File: src/rtl/pma_tx_sched.sv
// pma_tx_sched: slot scheduler between the PCS and a PISO serialiser.
//
// Opens one slot every LENGTH clk cycles. In each slot it presents a single
// code-group on parallel_out: the PCS word if one is offered, or IDLE_WORD
// if none is. It drives the PISO load/shift controls and counts how many
// idle words it has inserted.
//
// Ports
//   clk          in   rising-edge clock
//   reset        in   asynchronous active-low reset
//   enable       in   1 = transmit path running
//   tx_valid     in   PCS code-group valid
//   tx_data      in   PCS code-group [LENGTH]
//   tx_ready     out  slot open (combinational); transfer when valid & ready
//   parallel_out out  word presented to the PISO parallel input [LENGTH]
//   s_start      out  PISO shift enable
//   load         out  one-cycle pulse marking a new parallel_out word
//   bit_cnt      out  bit position within the current word [4]
//   idle_cnt     out  saturating count of inserted idle words [8]
module pma_tx_sched #(
    parameter int unsigned          LENGTH    = 10,
    parameter logic [LENGTH-1:0]    IDLE_WORD = 10'b0011111010
) (
    input  logic              clk,
    input  logic              reset,
    input  logic              enable,
    input  logic              tx_valid,
    input  logic [LENGTH-1:0] tx_data,
    output logic              tx_ready,
    output logic [LENGTH-1:0] parallel_out,
    output logic              s_start,
    output logic              load,
    output logic [3:0]        bit_cnt,
    output logic [7:0]        idle_cnt
);

    typedef enum logic [1:0] {
        StIdle,
        StStart,
        StShift
    } state_e;

    localparam logic [3:0] LastBit = 4'(LENGTH - 1);

    state_e              state_q, state_d;
    logic [LENGTH-1:0]   parallel_out_q, parallel_out_d;
    logic                s_start_q, s_start_d;
    logic                load_q, load_d;
    logic [3:0]          bit_cnt_q, bit_cnt_d;
    logic [7:0]          idle_cnt_q, idle_cnt_d;
    logic                last_bit;

    assign last_bit = (bit_cnt_q == LastBit);

    // A slot opens right after START, or at the last bit of a word while the
    // path is still enabled, so back-to-back words are LENGTH cycles apart.
    assign tx_ready = (state_q == StStart) ||
                      ((state_q == StShift) && last_bit && enable);

    always_comb begin
        state_d        = state_q;
        parallel_out_d = parallel_out_q;
        s_start_d      = s_start_q;
        load_d         = 1'b0;
        bit_cnt_d      = bit_cnt_q;
        idle_cnt_d     = idle_cnt_q;

        case (state_q)
            StIdle: begin
                if (enable) begin
                    state_d = StStart;
                end
            end
            StStart: begin
                state_d = StShift;
            end
            StShift: begin
                if (last_bit) begin
                    // Only reached with enable low here; an enabled last bit
                    // is handled as an accept below.
                    if (!enable) begin
                        state_d   = StIdle;
                        s_start_d = 1'b0;
                        bit_cnt_d = 4'd0;
                    end
                end else begin
                    bit_cnt_d = bit_cnt_q + 4'd1;
                end
            end
            default: begin
                state_d = StIdle;
            end
        endcase

        if (tx_ready) begin
            state_d   = StShift;
            load_d    = 1'b1;
            s_start_d = 1'b1;
            bit_cnt_d = 4'd0;
            if (tx_valid) begin
                parallel_out_d = tx_data;
            end else begin
                parallel_out_d = IDLE_WORD;
                if (idle_cnt_q != 8'hFF) begin
                    idle_cnt_d = idle_cnt_q + 8'd1;
                end
            end
        end
    end

    always_ff @(posedge clk or negedge reset) begin
        if (!reset) begin
            state_q        <= StIdle;
            parallel_out_q <= '0;
            s_start_q      <= 1'b0;
            load_q         <= 1'b0;
            bit_cnt_q      <= 4'd0;
            idle_cnt_q     <= 8'd0;
        end else begin
            state_q        <= state_d;
            parallel_out_q <= parallel_out_d;
            s_start_q      <= s_start_d;
            load_q         <= load_d;
            bit_cnt_q      <= bit_cnt_d;
            idle_cnt_q     <= idle_cnt_d;
        end
    end

    assign parallel_out = parallel_out_q;
    assign s_start      = s_start_q;
    assign load         = load_q;
    assign bit_cnt      = bit_cnt_q;
    assign idle_cnt     = idle_cnt_q;

endmodule

File: config.mk
export PLATFORM = sky130hd
export DESIGN_NAME = pma_tx_sched
export DESIGN_NICKNAME = d
export VERILOG_FILES = /design/src/rtl/pma_tx_sched.sv
export SDC_FILE = /design/constraint.sdc
export NUM_CORES = 1
export LEC_CHECK = 0
export CORE_ASPECT_RATIO = 1.75
export CORE_MARGIN = 2
export CORE_UTILIZATION = 45
export CTS_CLUSTER_SIZE = 14
export DETAILED_ROUTE_END_ITERATION = 8
export PLACE_DENSITY = 0.75
export SETUP_SLACK_MARGIN = 0.1
export SLEW_MARGIN = 25
export SYNTH_ARGS = -nofsm -noshare
export SYNTH_HDL_FRONTEND = slang
export SYNTH_SLANG_ARGS = --single-unit
File: constraint.sdc
create_clock -name clk -period 3.99 [get_ports clk]
set_input_delay 1.197 -clock clk [delete_from_list [all_inputs] [get_ports clk]]
set_output_delay 1.197 -clock clk [all_outputs]
set_load 0.05 [all_outputs]
Word level (Yosys, flattened, before mapping). Index checks and enable logic that the tools add are counted. Widths: inputs -> output; s select.

$add $sub $neg: 2. Eq/ne operators: 9. Muxes and demuxes: 15. Bitwise gates (word level): 1. Reduce and logical (&&, ||, !) cells: 10.

Operators by type and width (count): $mux 4 (4); $ne 3x3->1 const B (4); $mux 10 (1); $reduce_and 3->1 (3); $add 8x1->8 const B (1); $mux 2 (4); $ne 8x8->1 const B (1); $pmux 2 s3 (1); $mux 1 (5); $add 4x1->4 const B (1); $eq 4x4->1 const B (1); $reduce_bool 2->1 (2); $eq 2x1->1 const B (1); $eq 2x2->1 const B (1); $logic_and 1x1->1 (2); $logic_not 2->1 (1); $ne 2x1->1 const B (1); $reduce_and 2->1 (1); $logic_or 1x1->1 (1); $not 1->1 (1).

Bits in registers: 26. Output and inout bits: 25. Word-level logic and storage cells: 43.

Depth between registers and ports, before layout. Gate-level depths: netlist (run 1).

Word-level depth: 6. Gate-level depth with buffers: 8. Depth with buffers taken out: 7.

Worst setup path before layout (run 1). OpenSTA, ideal clock, no wires.

Kind: reg2out. From: register bit_cnt_q[1], in the netlist bit_cnt[1]. To: output tx_ready. Arrival: 1713 ps. Path slack: 1080 ps. Cell stages (with the launch flop): 7. Buffers on the path: 1. Cells stage by stage: dfrtp_1 -> inv_1 -> ha_1 -> and3b_2 -> a31oi_4 -> inv_4 -> buf_6.

Word-level cells in the longest chain between the ends: 4.

Ends and longest elaborated chain: start: declaration (RTL line 49) `logic [3:0] bit_cnt_q, bit_cnt_d;`; start signal: assignment (RTL line 124) `bit_cnt_q <= bit_cnt_d;`; $eq 4x4->1 (RTL line 53) `assign last_bit = (bit_cnt_q == LastBit);`; $logic_and 1x1->1 (2 in series) (RTL line 58) `((state_q == StShift) && last_bit && enable);`; $logic_or 1x1->1 (RTL line 57) `assign tx_ready = (state_q == StStart) ||`; end: declaration (RTL line 29) `output logic tx_ready,`.

Every way passes these cells.

Final worst setup path (run 1).
From: input enable. To: output tx_ready.

Word-level cells in the longest chain between the ends: 2.

Ends and longest elaborated chain: start: declaration (RTL line 26) `input logic enable,`; $logic_and 1x1->1 (RTL line 58); $logic_or 1x1->1 (RTL line 57).

Every way passes these cells.

==> results.cfg, run 1 <==
[cts]
cts_tree = built
cts_buffers = 3
postCtsResizedCells = 0
cts-htree-levels = 1
root_buffer = clkbuf_8
clkTransAtPathRegs_ps = 80
clock_path_buffers = 2
cts.sinks = 26
cts_setup_buffers = 0
clkLatencyLatePin_ps = 270
ctsHoldBuffers = 0

[finish]
final_common_cell = clkdlybuf4s50_1
drive_above_1_share_pct = 6.88
final_cell_mix = clkdlybuf4s50_1, dfrtp_1, inv_1, nand2_1, nand3_1
areaGrowthSynthToFinish_pct = 36.1
layout.nets = 178
num_antenna_cells = 0
final_cell_area_mm2 = 0.00170
utilization_pct = 63.3

[synthesis]
yosys_warnings = 0
synthSimpleGateAreaFrac_pct = 21.4
synth_seq_area_share_pct = 51.9
synth.area.mux_share_pct = 1.20
ys_ff_latch = 26
synth-xor-area-share_pct = 4.90
synthCells = 122
synth_edf_count = 0
async_flop_share_pct = 100
synthTopCellsByArea = dfrtp_1, nand3_1, a31oi_1
syn-num-nets = 139
synth_top_area_share_pct = 51.9
synth_area_mm2 = 0.00125
synth_cell_type_count = 36
synthAdderAreaFrac_pct = 3.00
synth_compound_area_share_pct = 11.6
synthFlopType = dfrtp_1
avgSynthCellArea_um2 = 10.3
yosys.area.top_type = dfrtp_1
synth_top_family_by_area = simple AND/OR/NAND/NOR gates

[timing]
fin_worst_skew_ps = 2.24
hold_viol = 0
fmax_mhz = 279
post-route-period-util_pct = 89.7
rsz0062_at_grt = false
setup_total_negative_slack_ps = 0
worst_slew_pin_slew_ps = 546
slew_violations = 0
post-route-min-period_ps = 3580
slew_headroom_pct = 63.5
setup_viol = 0

[critical_path]
startpoint_type = input pin
path_cells = clkdlybuf4s50_1 > a31oi_4 > inv_4 > buf_12
timing.critical_path.buf_inv = 3
crit_slowest_cell = clkdlybuf4s50_1
r2r-start = bit_cnt[1]$_DFFE_PN0P_
crit_path_start = enable
slowest_delay_ps = 510
end_kind = output port
required_ps = 2790
path_max_fanout = 22
worstPathArrival_ps = 2380
path_delay_family = buffers and inverters
worst-setup-path-type = input pin to output port

[floorplanning]
coreArea_mm2 = 0.00269
die-area_mm2 = 0.00324
die_y_um = 73.8
io_pins = 39
start_util_pct = 46.6
rows = 25
die_w_um = 43.9

[global_routing]
gr-usage-met2_pct = 33.3
grt_util_met1_pct = 22.8
antenna_found_initial = 0
grt_pass1_wl_um = 4600
grt-ovfl-total = 0
grt_usage_pct = 19.3
grt_use_met3_pct = 3.19
grt_max_degree = 27
busiest_layer = met2
first_global_vias = 1022

[place]
place_congestion = 0.802
dp_hpwl_um = 2060
place_area_mm2 = 0.00165
io_buffer_count = 38

[route]
ant_nets = 0
dr.pass1.iters = 4
vias = 1037
wl_per_cell_um = 14.6
totalWireLength_um = 2720
first_iter_violations = 30
route.detailed.drc = 0
post_drt_via_cell_ratio = 5.55

[pwr]
p_leak_nw = 0.732
power_density_mw_per_mm2 = 742
ir_worst_vdd_mv = 0.505

[status]
status = finished clean

[worst_hold_path]
min_from = parallel_out[9]$_DFFE_PN0P_
hold_path_class = flip-flop to flip-flop

[run]
maxCapViolCount = 0
-- per-stage QoR --
stage               worst slack, ps  power [mW]  hold WS [ps]  instances
global route                    326        1.34           513        187
CTS                             420        1.28           484        187
floorplan                      1080       0.888           560        122
detailed placement              419        1.11           461        183
global placement                464        1.09           454        183
finish                          409        1.26           480        187
-- worst reg2reg max path, cell delays in order, from the launching register on --
cell	delay, ps
dfrtp_1	450
inv_1	80
ha_1	170
and3b_2	270
a31oi_4	170
nor3_2	290
mux2_4	330
-- final timing paths --
path,end,slack [ps],cells after the start
worst max register to register,idle_cnt[1]$_DFFE_PN0P_,2130,6
worst min-delay path,parallel_out[9]$_DFFE_PN0P_,480,2
worst min register to register,parallel_out[9]$_DFFE_PN0P_,480,2
max in group asynchronous,state_q[1]$_DFFE_PN0P_,2460,2
min in group asynchronous,parallel_out[5]$_DFFE_PN0P_,1290,2
worst max-delay path,tx_ready,410,4
-- logic make-up after synthesis --
family | after synthesis
DFF | 26
buffers and inverters | 15
xor gates and xnor gates | 7
AOI/OAI and AO/OA | 22
and+or+nand+nor | 48
adders and majority gates | 3
muxes | 1
-- state kept, by name (all words and copies together), names as in the netlist --
signal / flops
idle_cnt: 8
state_q: 2
parallel_out: 10
load: 1
s_start: 1
bit_cnt: 4
-- layout make-up --
cell class	instances	area (um2)
multi-input cells	81	527
clock buffers	4	55.1
fillers	240	986
well taps	27	33.8
flip-flops and latches	26	651
inverters	10	40.0
repair buffers	39	398
-- layer usage --
layer / wire [um] / up-vias
met5: 0 / -
met4: 51 / 0
met3: 126 / 5
met2: 1470 / 30
met1: 1080 / 499
li1: - / 503
-- cells in the mapped netlist, drive strengths merged, types with 2 or more instances --
cell type,count
a21oi,6
a31oi,7
and4,2
buf,3
clkbuf,2
dfrtp,26
ha,3
inv,10
nand2,9
nand2b,2
nand3,9
nand4,4
nor2,7
nor3,4
nor4,2
o21ai,5
xnor2,4
xor2,3
-- power breakdown --
part / total, mW / internal, mW / switching [mW]
Sequential: 0.437 / 0.346 / 0.0908
Clock: 0.166 / 0.0882 / 0.0776
Combinational: 0.662 / 0.232 / 0.429
(Power assumes the default switching activity.)
==> run 2: changes to the inputs <==
==> constraint.sdc (replaced) <==
create_clock -name clk -period 4.4 [get_ports clk]
set_input_delay 1.32 -clock clk [delete_from_list [all_inputs] [get_ports clk]]
set_output_delay 1.32 -clock clk [all_outputs]
set_load 0.05 [all_outputs]
==> results.cfg, run 2 (synthesis results as in run 1) <==
[timing]
post-route-period-util_pct = 86.2
hold_viol = 0
fin_worst_skew_ps = 7.86
worst_slew_pin_slew_ps = 574
slew_headroom_pct = 61.6
slew_violations = 0
post-route-min-period_ps = 3790
fmax_mhz = 264
setup_ws_ps = 606
setup_viol = 0
rsz0062_at_grt = false
setup_total_negative_slack_ps = 0

[critical_path]
path_cells = clkdlybuf4s50_1 > a31oi_4 > inv_4 > buf_12
startpoint_type = input pin
timing.critical_path.buf_inv = 3
worst-setup-path-type = input pin to output port
worstPathArrival_ps = 2470
slowest_delay_ps = 490
path_max_fanout = 22
required_ps = 3080
end_kind = output port
crit_slowest_cell = clkdlybuf4s50_1
path_delay_family = buffers and inverters

[finish]
num_antenna_cells = 0
fillers = 226
areaGrowthSynthToFinish_pct = 35.1
final_cell_area_mm2 = 0.00169
final_cell_mix = clkdlybuf4s50_1, dfrtp_1, inv_1, nand2_1, nand3_1
utilization_pct = 62.9
drive_above_1_share_pct = 6.92
largest_register_ffs = 10
layout.nets = 177
final_common_cell = clkdlybuf4s50_1
final_cells = 186

[route]
vias = 1016
wl_per_cell_um = 15.0
totalWireLength_um = 2780
dr.pass1.iters = 4
post_drt_via_cell_ratio = 5.46
ant_nets = 0
route.detailed.drc = 0
first_iter_violations = 19

[place]
place_congestion = 0.765
io_buffer_count = 38
place_area_mm2 = 0.00164
dp_hpwl_um = 2150
pre_cts_ws_ps = 598
dp.cells = 182

[global_routing]
grt_max_degree = 27
grt_pass1_wl_um = 4610
first_global_vias = 1029
grt_usage_pct = 19.1
antenna_found_initial = 0
grt-ovfl-total = 0

[floorplanning]
die_y_um = 73.8
die-area_mm2 = 0.00324
start_util_pct = 46.6
io_pins = 39
coreArea_mm2 = 0.00269
rows = 25
die_w_um = 43.9

[run]
maxCapViolCount = 0

[cts]
cts_tree = built
clkLatencyLatePin_ps = 260
postCtsResizedCells = 0
cts_buffers = 3
cts-htree-levels = 1
cts.sinks = 26
cts_setup_buffers = 0
clkTransAtPathRegs_ps = 90
root_buffer = clkbuf_8
clock_path_buffers = 2
ctsHoldBuffers = 0

[pwr]
power_density_mw_per_mm2 = 678
p_leak_nw = 0.727
ir_worst_vdd_mv = 0.507

[status]
status = finished clean

[worst_hold_path]
hold_path_class = flip-flop to flip-flop
[run 2: cell count changes in the layout (fill, tap and decap cells not counted)]
cell,change
buf_2,+1
clkdlybuf4s50_1,-1
buf_4,-1
[run 2: layer usage]
metal,global-route usage [%],up-vias,routed length [um]
met1,21.4,488,1060
met3,2.70,2,119
li1,-,503,-
met2,35.3,23,1590
met5,0,-,0
met4,6.73,0,17
[run 2: power breakdown]
part | internal (mW) | leakage (nW) | switching (mW) | total, mW
Clock | 0.0798 | 0.0288 | 0.0699 | 0.150
Combinational | 0.209 | 0.380 | 0.392 | 0.601
Sequential | 0.314 | 0.319 | 0.0825 | 0.396
[run 2: per-stage QoR]
stage / hold slack, ps / total power, mW
global placement: 454 / 0.989
global route: 503 / 1.21
detailed placement: 460 / 1.01
CTS: 482 / 1.16
floorplan: 560 / 0.805
finish: 476 / 1.15
[run 2: worst min-delay path, cell delays in order (launching register included)]
cell and delay, ps:
dfrtp_1 350, nand2_1 50, nand2_1 50
[run 2: worst paths after layout]
kind / startpoint / endpoint / slack [ps] / depth (start not counted)
max: enable / tx_ready / 610 / 4
max in group asynchronous: reset / state_q[0]$_DFFE_PN0P_ / 2990 / 1
max reg2reg: bit_cnt[1]$_DFFE_PN0P_ / idle_cnt[1]$_DFFE_PN0P_ / 2520 / 6
min in group asynchronous: reset / parallel_out[5]$_DFFE_PN0P_ / 1030 / 1
min reg2reg: parallel_out[9]$_DFFE_PN0P_ / parallel_out[9]$_DFFE_PN0P_ / 480 / 2
min: parallel_out[9]$_DFFE_PN0P_ / parallel_out[9]$_DFFE_PN0P_ / 480 / 2
[run 2: area by class of cell]
| class | instances | area, um2 | area share (%) |
|---|---|---|---|
| multi-input combinational | 81 | 527 | 31.1 |
| sequential | 26 | 651 | 38.5 |
| timing repair buffer | 38 | 385 | 22.8 |
| tap | 27 | 33.8 | 2.00 |
| inverter | 10 | 40.0 | 2.37 |
| clock buffer | 4 | 55.1 | 3.25 |
==> run 3: changes to the inputs <==
--- a/config.mk
+++ b/config.mk
@@ -8,6 +8,7 @@
 export CORE_ASPECT_RATIO = 1.75
 export CORE_MARGIN = 2
 export CORE_UTILIZATION = 45
+export CTS_CLUSTER_DIAMETER = 60
 export CTS_CLUSTER_SIZE = 14
 export DETAILED_ROUTE_END_ITERATION = 8
 export PLACE_DENSITY = 0.75
==> results of run 3 <==
Final layout, timing and power as in run 2 (identical DEF).
